[config.mk]
export PLATFORM = sky130hd
export DESIGN_NAME = pipe_stage_skid_reg
export DESIGN_NICKNAME = d
export VERILOG_FILES = /design/src/rtl/pipe_stage_skid_reg.sv
export SDC_FILE = /design/constraint.sdc
export NUM_CORES = 1
export LEC_CHECK = 0
export CAP_MARGIN = 20
export CORE_MARGIN = 4
export CORE_UTILIZATION = 45
export CTS_CLUSTER_SIZE = 24
export DETAILED_ROUTE_END_ITERATION = 16
export PLACE_DENSITY = 0.82
export SYNTH_ARGS = -nofsm -noshare
export SYNTH_HDL_FRONTEND = slang
export SYNTH_SLANG_ARGS = --single-unit
[constraint.sdc]
create_clock -name CLK -period 1.5 [get_ports CLK]
set_input_delay 0.3 -clock CLK [delete_from_list [all_inputs] [get_ports CLK]]
set_output_delay 0.3 -clock CLK [all_outputs]
set_load 0.1 [all_outputs]
[src/rtl/pipe_stage_skid_reg.sv]
// Reusable valid/ready pipeline stage register with synchronous flush and an optional
// two-entry skid buffer that registers the upstream ready.
module pipe_stage_skid_reg #(
  parameter int unsigned DATA_W = 32,
  parameter int unsigned CTRL_W = 8,
  parameter int unsigned SKID   = 1
) (
  input  logic              CLK,
  input  logic              RESET,
  input  logic              FLUSH,
  input  logic              IN_VALID,
  output logic              IN_READY,
  input  logic [DATA_W-1:0] IN_DATA,
  input  logic [CTRL_W-1:0] IN_CTRL,
  output logic              OUT_VALID,
  input  logic              OUT_READY,
  output logic [DATA_W-1:0] OUT_DATA,
  output logic [CTRL_W-1:0] OUT_CTRL,
  output logic [1:0]        OCCUPANCY
);

  logic              main_valid_q, main_valid_d;
  logic [DATA_W-1:0] main_data_q, main_data_d;
  logic [CTRL_W-1:0] main_ctrl_q, main_ctrl_d;
  logic              skid_valid_q, skid_valid_d;
  logic [DATA_W-1:0] skid_data_q, skid_data_d;
  logic [CTRL_W-1:0] skid_ctrl_q, skid_ctrl_d;
  logic              in_ready_q, in_ready_d;

  logic out_valid, out_xfer, in_xfer;

  always_comb begin
    // A flushed stage never presents its contents downstream.
    out_valid = main_valid_q & ~FLUSH;
    out_xfer  = out_valid & OUT_READY;
    if (SKID != 0) begin
      IN_READY = ~RESET & in_ready_q;
    end else begin
      IN_READY = ~RESET & (OUT_READY | ~main_valid_q);
    end
    in_xfer = IN_VALID & IN_READY;
  end

  always_comb begin
    main_valid_d = main_valid_q;
    main_data_d  = main_data_q;
    main_ctrl_d  = main_ctrl_q;
    skid_valid_d = skid_valid_q;
    skid_data_d  = skid_data_q;
    skid_ctrl_d  = skid_ctrl_q;

    if (RESET) begin
      main_valid_d = 1'b0;
      main_data_d  = '0;
      main_ctrl_d  = '0;
      skid_valid_d = 1'b0;
      skid_data_d  = '0;
      skid_ctrl_d  = '0;
    end else if (FLUSH) begin
      main_valid_d = 1'b0;
      skid_valid_d = 1'b0;
    end else if (SKID != 0) begin
      if (!main_valid_q || out_xfer) begin
        if (skid_valid_q) begin
          main_valid_d = 1'b1;
          main_data_d  = skid_data_q;
          main_ctrl_d  = skid_ctrl_q;
          skid_valid_d = in_xfer;
          if (in_xfer) begin
            skid_data_d = IN_DATA;
            skid_ctrl_d = IN_CTRL;
          end
        end else if (in_xfer) begin
          main_valid_d = 1'b1;
          main_data_d  = IN_DATA;
          main_ctrl_d  = IN_CTRL;
        end else begin
          main_valid_d = 1'b0;
        end
      end else if (in_xfer) begin
        // Main is stalled: park the bundle so upstream ready can stay registered.
        skid_valid_d = 1'b1;
        skid_data_d  = IN_DATA;
        skid_ctrl_d  = IN_CTRL;
      end
    end else begin
      if (in_xfer) begin
        main_valid_d = 1'b1;
        main_data_d  = IN_DATA;
        main_ctrl_d  = IN_CTRL;
      end else if (out_xfer) begin
        main_valid_d = 1'b0;
      end
    end

    in_ready_d = ~skid_valid_d;
  end

  always_ff @(posedge CLK) begin
    main_valid_q <= main_valid_d;
    main_data_q  <= main_data_d;
    main_ctrl_q  <= main_ctrl_d;
    skid_valid_q <= skid_valid_d;
    skid_data_q  <= skid_data_d;
    skid_ctrl_q  <= skid_ctrl_d;
    in_ready_q   <= in_ready_d;
  end

  assign OUT_VALID = out_valid;
  assign OUT_DATA  = main_data_q;
  assign OUT_CTRL  = main_ctrl_q & {CTRL_W{out_valid}};
  assign OCCUPANCY = {1'b0, main_valid_q} + {1'b0, skid_valid_q};

endmodule

==> impl_metrics.json, run 1 <==
{
  "outcome": "finished, violations left",
  "violations": "negative setup slack",
  "clk_pin_slew_ps": 90,
  "syn_to_final_growth_pct": 72.6,
  "worstHoldPathType": "input port to flip-flop",
  "layout-drive-gt1-share_pct": 43.9,
  "core_area_um2": 7730,
  "setup_viol": 85,
  "cp_max_fo": 3,
  "synth_most_common_cell": "dfxtp_1",
  "r2r_slack_ps": -180,
  "final_area_um2": 6160,
  "peakVddDrop_mv": 0.517,
  "rows": 32,
  "post-dp-hpwl_um": 6240,
  "arrival_ps": 1400,
  "drt-total-wl_um": 12000,
  "r2r_start": "main_valid_q$_SDFFE_PP0N_",
  "diodes": 0,
  "cts_tree": "done",
  "netlist_instances": 378,
  "overflow": 0,
  "ff2ff_path_depth": 9,
  "p_total_mw": 5.54,
  "hold_viol_final": 0,
  "io_pins": 89,
  "ys_warn_count": 0,
  "worst_slew_pin_slew_ps": 454,
  "groute.usage.overall_pct": 20.2,
  "grt_pass1_wl_um": 15500,
  "vias_per_cell": 5.49,
  "die_h_um": 97.1,
  "final-instance-count-excl-fill": 615,
  "die_x_um": 97.1,
  "cp.required_ps": 1200,
  "synth-edff-count": 0,
  "hold_start": "RESET",
  "ys_seq_elements": 83,
  "p_per_area_nw_per_um2": 900,
  "clkLatencyLatePin_ps": 360,
  "synth_area_um2": 3570,
  "synth_cell_types": 21,
  "finClkSkew_ps": 14.6,
  "placed_cell_area_um2": 5150,
  "grt_pass1_vias": 3160,
  "hold_buffers": 0,
  "postSynthNetCount": 424,
  "clockRootBuffer": "clkbuf_8",
  "netlist.area_leader.share_pct": 46.6,
  "die_area_um2": 9420,
  "drtIter0Drc": 139,
  "antenna_found_initial": 0,
  "cp-end-kind": "output port",
  "synth_largest_area_cell": "dfxtp_1",
  "holdPathStages": 3,
  "slew_violations": 0,
  "port_buffers": 88,
  "worstSetupPathType": "flip-flop to output port",
  "slew_headroom_pct": 69.7,
  "grt_max_degree": 34,
  "seq_area_frac_synth_pct": 46.6,
  "initial_core_util_pct": 46.2,
  "netlist_top_cells_area": "dfxtp_1 (47%), a211oi_2 (14%), mux2i_1 (11%)",
  "clockBufferDepth": 2,
  "worst_slack_ps": -203,
  "r2r-end": "main_ctrl_q[7]$_SDFFE_PP0P_",
  "cts.htree.levels": 3,
  "rsz0062_at_grt": "true",
  "holdPathEnd": "skid_data_q[8]$_SDFFE_PP0P_",
  "fin_crit_sh_pct": 114,
  "first_pass_iters": 4,
  "wl_per_cell_um": 19.5,
  "antenna_left": 0,
  "finalWeightedCongestion": 0.765,
  "cts_buffers": 9,
  "num_vias": 3377,
  "postSynthAreaPerCell_um2": 9.44,
  "synth_flop_cell": "dfxtp_1",
  "synthArstFlopShare_pct": 0,
  "max_freq_ghz": 0.587,
  "placed_cells": 571,
  "period_needed_ps": 1700,
  "drc_errors": 0,
  "final_nets": 554,
  "fillers": 431,
  "maxCapViolations": 0,
  "cts.sink_count": 83,
  "cp-start-kind": "flip-flop",
  "synth_common_cells": "dfxtp_1 (83), nand2_1 (82), nor2_1 (41)",
  "p_leak_nw": 2.20
}
-- power breakdown --
part / internal (mW) / total (mW) / switching (mW)
clock: 1.15 / 1.98 / 0.830
sequential: 2.26 / 2.35 / 0.0821
combinational: 0.528 / 1.21 / 0.683
-- cell usage in the layout (no fill, tap or decap), types with 12 or more instances in the layout --
| cell | n |
|---|---|
| buf_12 | 51 |
| a21oi_1 | 26 |
| nand2_1 | 79 |
| clkdlybuf4s50_1 | 40 |
| dfxtp_1 | 80 |
| mux2i_1 | 40 |
| nor2_2 | 12 |
| buf_4 | 33 |
| nor2_1 | 12 |
| a21oi_2 | 14 |
| a211oi_2 | 40 |
| nor2_4 | 17 |
-- stage by stage --
step                      util [%]  TNS [ps]  hold WS [ps]  worst slack [ps]
after floorplan                  -         0           436              2.54
after global placement        66.6    -31270           441              -386
after detailed placement      66.6    -33750           446              -466
after CTS                     72.3     -2450           308              -178
after global routing          79.7    -11000           311              -236
final                         79.7     -6670           322              -203
-- layout make-up --
type	instances	area [um^2]	share of cell area, %
tap	102	128	2.07
clock inverter	4	97.6	1.58
sequential	83	1670	27.1
timing repair buffer	150	2110	34.3
multi-input combinational	262	2000	32.4
clock buffer	12	145	2.36
inverter	2	10.0	0.163
-- worst max-delay path by stage --
| stage | end | cells past startpoint | from |
|---|---|---|---|
| after CTS | OUT_CTRL[3] | 5 | main_valid_q$_SDFFE_PP0N_ |
| after detailed placement | OUT_DATA[10]$_SDFFE_PP0P_ | 6 | IN_VALID |
| after global routing | OUT_CTRL[6] | 5 | main_valid_q$_SDFFE_PP0N_ |
| after floorplan | OUT_CTRL[0] | 3 | main_valid_q$_SDFFE_PP0N_ |
| after global placement | OUT_DATA[16]$_SDFFE_PP0P_ | 6 | IN_VALID |
| final | OUT_CTRL[1] | 5 | main_valid_q$_SDFFE_PP0N_ |
-- sequential cells by signal, summed over array words and instances, names as in the netlist --
| register | count |
|---|---|
| in_ready_q | 1 |
| OUT_DATA | 32 |
| main_ctrl_q | 8 |
| main_valid_q | 1 |
| skid_valid_q | 1 |
| skid_ctrl_q | 8 |
| skid_data_q | 32 |
-- worst max-delay path, stage by stage (launching register included) --
cell	delay (ps)
dfxtp_2	350
buf_6	90
nor2b_4	150
buf_6	130
and2_4	150
buf_12	170
-- routing by layer --
layer	track usage, %	part of all wire [%]	vias up
met5	0	0	-
li1	-	-	1556
met2	35.1	53	137
met1	24.4	39	1651
met4	8.64	3.1	0
met3	3.59	5.0	33
-- timing repair --
item	4_1_cts	5_1_grt
gates cloned	4	8
setup buffers	3	13
pin swaps	8	52
resized for setup	15	86
endpoints found under the hold margin	0	0
endpoints found under the setup margin	74	87
-- logic make-up after synthesis --
| family | synth area share (%) |
|---|---|
| mux | 11.2 |
| simple gates | 15.6 |
| buf+inv | 5.08 |
| compound gates | 20.9 |
| fa+ha+maj | 0.631 |
| flops | 46.6 |
(Power assumes the default switching activity.)
==> inputs of run 2 (changes only) <==
Settings changed: CORE_MARGIN 4 to unset.
==> run 2 against run 1 <==
The run still ends with negative setup slack left. Sequential power hardly changed. Clock power is 15% lower. First-iteration DRC count is 2.9% higher. Via count is 9.2% lower. Worst hold slack better by 17 ps. Utilization is 8.9 points lower.
==> impl_metrics.json, run 2 (synthesis results as in run 1) <==
{
  "outcome": "finished, violations left",
  "violations": "negative setup slack",
  "final_area_um2": 5440,
  "fillers": 563,
  "wl_per_cell_um": 15.8,
  "cts.htree.levels": 3,
  "p_total_mw": 5.08,
  "final_nets": 521,
  "multiInputGateArea_um2": 1760,
  "cp_max_fo": 3,
  "die_x_um": 91.1,
  "first_pass_iters": 4,
  "cts_tree": "done",
  "overflow": 0,
  "period_needed_ps": 1590,
  "critPathSlowestCell": "dfxtp_2",
  "clockBufferDepth": 2,
  "holdPathEnd": "in_ready_q$_DFF_P_",
  "cp.required_ps": 1200,
  "post-dp-hpwl_um": 5730,
  "cts_buffers": 9,
  "final_cell_mix": "nand2_1 (82), dfxtp_1 (80), buf_12 (49), nor2_1 (41), clkdlybuf4s50_1 (41)",
  "clk_pin_slew_ps": 80,
  "final_common_cell": "nand2_1",
  "setup_viol": 10,
  "grt_pass1_wl_um": 13900,
  "cp-end-kind": "output port",
  "max_freq_ghz": 0.630,
  "regArea_um2": 1670,
  "antenna_found_initial": 0,
  "die_area_um2": 8290,
  "critPathTopFamily": "flip-flops",
  "io_pins": 89,
  "drtIter0Drc": 143,
  "core_area_um2": 7690,
  "worst_slack_ps": -88.5,
  "grt_max_degree": 53,
  "vias_per_cell": 5.28,
  "layout-drive-gt1-share_pct": 30.3,
  "r2r_slack_ps": 10,
  "drt-total-wl_um": 9150,
  "r2r-end": "OUT_DATA[26]$_SDFFE_PP0P_",
  "hold_viol_final": 0,
  "initial_core_util_pct": 46.4,
  "cp-start-kind": "flip-flop",
  "slew_headroom_pct": 54.1,
  "worstHoldPathType": "input port to flip-flop",
  "slew_violations": 0,
  "placed_cell_area_um2": 5040,
  "peakVddDrop_mv": 0.539,
  "port_buffers": 88,
  "syn_to_final_growth_pct": 52.5,
  "ff2ff_path_depth": 6,
  "holdPathStages": 4,
  "critPathBufInv": 2,
  "r2r_start": "main_valid_q$_SDFFE_PP0N_",
  "clkLatencyLatePin_ps": 350,
  "cts.sink_count": 83,
  "maxCapViolations": 0,
  "finClkSkew_ps": 7.60,
  "hold_start": "RESET",
  "worst_slew_pin_slew_ps": 688,
  "diodes": 0,
  "rsz0062_at_grt": "true",
  "arrival_ps": 1290,
  "worstSetupPathType": "flip-flop to output port",
  "max_stage_delay_ps": 340,
  "p_per_area_nw_per_um2": 934,
  "crit_chain": "nor2b_4 > buf_4 > and2_4 > buf_12",
  "finalWeightedCongestion": 0.786,
  "antenna_left": 0,
  "num_vias": 3065,
  "clockRootBuffer": "clkbuf_8",
  "hold_buffers": 0,
  "drc_errors": 0,
  "grt_pass1_vias": 2983,
  "fin_crit_sh_pct": 106,
  "p_leak_nw": 1.88,
  "rows": 32,
  "groute.usage.overall_pct": 21.2,
  "die_h_um": 91.1
}
run 2: cell count changes in the layout (fill, tap and decap cells not counted), sizes merged:
| cell | delta |
|---|---|
| clkinvlp | +1 |
| clkinv | +1 |
| dlygate4sd2 | -1 |
| buf | -30 |
| clkbuf | -6 |
| clkdlybuf4s50 | +1 |
| bufinv | -1 |
run 2: where the power goes:
part	total [mW]	internal, mW	leakage, nW	switching (mW)
clock network	1.69	0.916	0.0972	0.775
logic	1.06	0.438	1.11	0.626
registers	2.33	2.27	0.674	0.0622
total	5.08	3.62	1.88	1.46
run 2: routing by layer:
| metal | wire (um) | global-route usage, % | vias up |
|---|---|---|---|
| met4 | 221 | 9.39 | 0 |
| met2 | 4580 | 36.9 | 80 |
| li1 | - | - | 1482 |
| met5 | 0 | 0 | - |
| met1 | 4020 | 25.5 | 1485 |
| met3 | 323 | 3.77 | 18 |
run 2: worst max path at each step:
stage	depth (start not counted)	slack, ps	endpoint	start
after floorplan	3	3	OUT_CTRL[0]	main_valid_q$_SDFFE_PP0N_
after global placement	6	-380	main_ctrl_q[3]$_SDFFE_PP0P_	IN_VALID
after detailed placement	6	-460	OUT_DATA[6]$_SDFFE_PP0P_	IN_VALID
after CTS	4	-100	OUT_CTRL[5]	main_valid_q$_SDFFE_PP0N_
after global routing	4	-150	OUT_CTRL[5]	main_valid_q$_SDFFE_PP0N_
final	4	-90	OUT_CTRL[5]	main_valid_q$_SDFFE_PP0N_
run 2: what timing repair did:
action,in CTS,in global routing
cloned,1,4
pin swaps,5,4
buffers inserted,2,4
hold endpoints to repair,0,0
resized for setup,13,6
setup endpoints to repair,88,54
run 2: stage by stage:
step	util, %	cells	setup WS (ps)	hold slack, ps	TNS (ps)
2_1_floorplan	-	378	2.54	436	0
3_3_place_gp	65.5	556	-383	441	-30480
3_5_place_dp	65.5	556	-460	448	-34100
4_1_cts	69.2	573	-103	318	-851
5_1_grt	70.8	580	-150	359	-3060
6_report	70.8	580	-88.5	339	-729
run 2: cell type report:
type	instances	share of cell area [%]
clock buffer	9	2.28
clock inverter	5	1.47
inverter	2	0.138
multi-input combinational	262	32.4
sequential	83	30.6
tap	102	2.34
timing repair buffer	117	30.8
run 2: worst register-to-register path: cells and delay by family (launching register included):
family | cells | cell delay (ps)
compound gates | 2 | 460
buf+inv | 2 | 380
flops | 1 | 330
simple gates | 2 | 250
==> inputs of run 3 (changes only) <==
Settings changed: SETUP_SLACK_MARGIN set to 0.5.
==> run 3 against run 2 <==
Register-to-register slack got worse by 180 ps. Clock power decreased by 5%. Via count increased by 32%. Combinational power increased by 34%. Critical endpoint is now OUT_CTRL[2]. The run still ends with negative setup slack left. Largest power group unchanged. Sequential share of layout area is 6.5 points lower. Setup slack worse by 130 ps. Clock skew rose by 2.6 ps. Flip-flop and latch count unchanged. Die area did not move. Critical path type unchanged. Global-route usage up 13 points.
==> impl_metrics.json, run 3 (synthesis results as in run 1) <==
{
  "diodes": 0,
  "period_needed_ps": 1720,
  "peakVddDrop_mv": 0.774,
  "final_common_cell": "buf_12",
  "endpoint": "OUT_CTRL[2]",
  "grt_max_degree": 41,
  "cp_max_fo": 6,
  "cts.sink_count": 83,
  "cp-end-kind": "output port",
  "hold_start": "RESET",
  "final_area_um2": 7360,
  "overflow": 0,
  "outcome": "finished, violations left",
  "hold_buffers": 0,
  "multiInputGateArea_um2": 2560,
  "groute.usage.overall_pct": 34.0,
  "maxCapViolations": 0,
  "clk_pin_slew_ps": 80,
  "drt-total-wl_um": 18600,
  "rsz0062_at_grt": "true",
  "r2r_start": "skid_valid_q$_DFF_P_",
  "rows": 32,
  "clkLatencyLatePin_ps": 370,
  "cts_buffers": 9,
  "antenna_found_initial": 0,
  "layout-drive-gt1-share_pct": 69.8,
  "core_area_um2": 7690,
  "placed_cell_area_um2": 5170,
  "port_buffers": 88,
  "r2r_slack_ps": -170,
  "clock_power_share_pct": 29.9,
  "violations": "negative setup slack",
  "p_comb_share_pct": 26.6,
  "finClkSkew_ps": 10.2,
  "p_per_area_nw_per_um2": 726,
  "cts_tree": "done",
  "arrival_ps": 1420,
  "final_nets": 592,
  "die_x_um": 91.1,
  "max_freq_ghz": 0.583,
  "cp.required_ps": 1200,
  "syn_to_final_growth_pct": 106,
  "r2r-end": "OUT_DATA[20]$_SDFFE_PP0P_",
  "clockBufferDepth": 2,
  "die_area_um2": 8290,
  "drc_errors": 0,
  "hold_ws_ps": 434,
  "worst_slack_ps": -216,
  "cp-start-kind": "flip-flop",
  "p_int_mw": 3.57,
  "cts.htree.levels": 3,
  "die_h_um": 91.1,
  "critPathSlowestCell": "dfxtp_2",
  "hold_viol_final": 0,
  "grt_pass1_wl_um": 21300,
  "wl_per_cell_um": 28.5,
  "vias_per_cell": 6.20,
  "worst_slew_pin_slew_ps": 710,
  "initial_core_util_pct": 46.4,
  "fin_crit_sh_pct": 114,
  "setup_viol": 62,
  "worstHoldPathType": "input port to flip-flop",
  "grt_pass1_vias": 3878,
  "p_leak_nw": 2.82,
  "clockRootBuffer": "clkbuf_8",
  "critPathTopFamily": "simple AND/OR/NAND/NOR gates",
  "critPathBufInv": 2,
  "drtIter0Drc": 209,
  "post-dp-hpwl_um": 5960,
  "max_stage_delay_ps": 360,
  "setup_tns_ps": -4860,
  "final_cell_mix": "buf_12 (60), nand2_4 (52), dfxtp_1 (48)",
  "setup.worst_path.start": "main_valid_q$_SDFFE_PP0N_",
  "final_util_pct": 95.7,
  "first_pass_iters": 4,
  "path_common_cell": "buf_12",
  "num_vias": 4043,
  "io_pins": 89,
  "crit_chain": "nor2b_4 > buf_12 > and2_4 > buf_12",
  "finalWeightedCongestion": 0.752,
  "swShare_pct": 33.2,
  "fillers": 148,
  "p_total_mw": 5.35,
  "ff2ff_path_depth": 8,
  "antenna_left": 0,
  "power_switching_mw": 1.77,
  "power_frac_seq_pct": 43.6,
  "slew_headroom_pct": 52.6,
  "path_depth": 4,
  "slew_violations": 0,
  "regArea_um2": 1780,
  "worstSetupPathType": "flip-flop to output port"
}
run 3: worst min path at each step:
stage	to	cells after the start	slack, ps
finish	skid_data_q[29]$_SDFFE_PP0P_	3	430
global route	skid_data_q[29]$_SDFFE_PP0P_	3	430
CTS	skid_data_q[17]$_SDFFE_PP0P_	3	390
detailed placement	skid_data_q[0]$_SDFFE_PP0P_	2	440
global placement	skid_ctrl_q[4]$_SDFFE_PP0P_	2	440
floorplan	in_ready_q$_DFF_P_	2	420
run 3: metrics by stage:
step | std cells | setup WS (ps)
2_1_floorplan | 378 | 139
3_3_place_gp | 561 | -368
3_5_place_dp | 561 | -447
4_1_cts | 618 | -136
5_1_grt | 652 | -231
6_report | 652 | -216
run 3: routing by layer:
layer / vias to the layer above / wire length [um] / track usage [%]
met4: 0 / 1230 / 16.0
met2: 319 / 9750 / 63.7
li1: 1632 / - / -
met3: 102 / 1320 / 7.54
met1: 1990 / 6280 / 35.8
met5: - / 0 / 0
run 3: timing repair:
action,4_1_cts,5_1_grt
pin swaps,60,38
setup endpoints to repair,127,127
buffers inserted,28,31
resized for setup,248,69
cloned,14,3
hold endpoints to repair,0,0
run 3: area by class of cell:
class,instances,share of cell area [%]
Timing Repair Buffer,188,36.8
Sequential cell,83,24.1
Clock buffer,13,2.30
Tap cell,102,1.73
Multi-Input combinational cell,262,34.8
Clock inverter,2,0.136
Inverter,2,0.136
run 3: power groups by stage:
stage | clock network (mW) | logic (mW) | registers, mW
3_5_place_dp | 0 | 1.04 | 2.38
2_1_floorplan | 0 | 0.288 | 2.69
6_report | 1.60 | 1.42 | 2.33
4_1_cts | 1.51 | 1.23 | 2.33
5_1_grt | 1.67 | 1.44 | 2.33
3_3_place_gp | 0 | 1.02 | 2.38
run 3: tightest hold or removal path, cell delays in order:
cell	delay, ps
buf_4	100
buf_4	310
a21oi_2	50
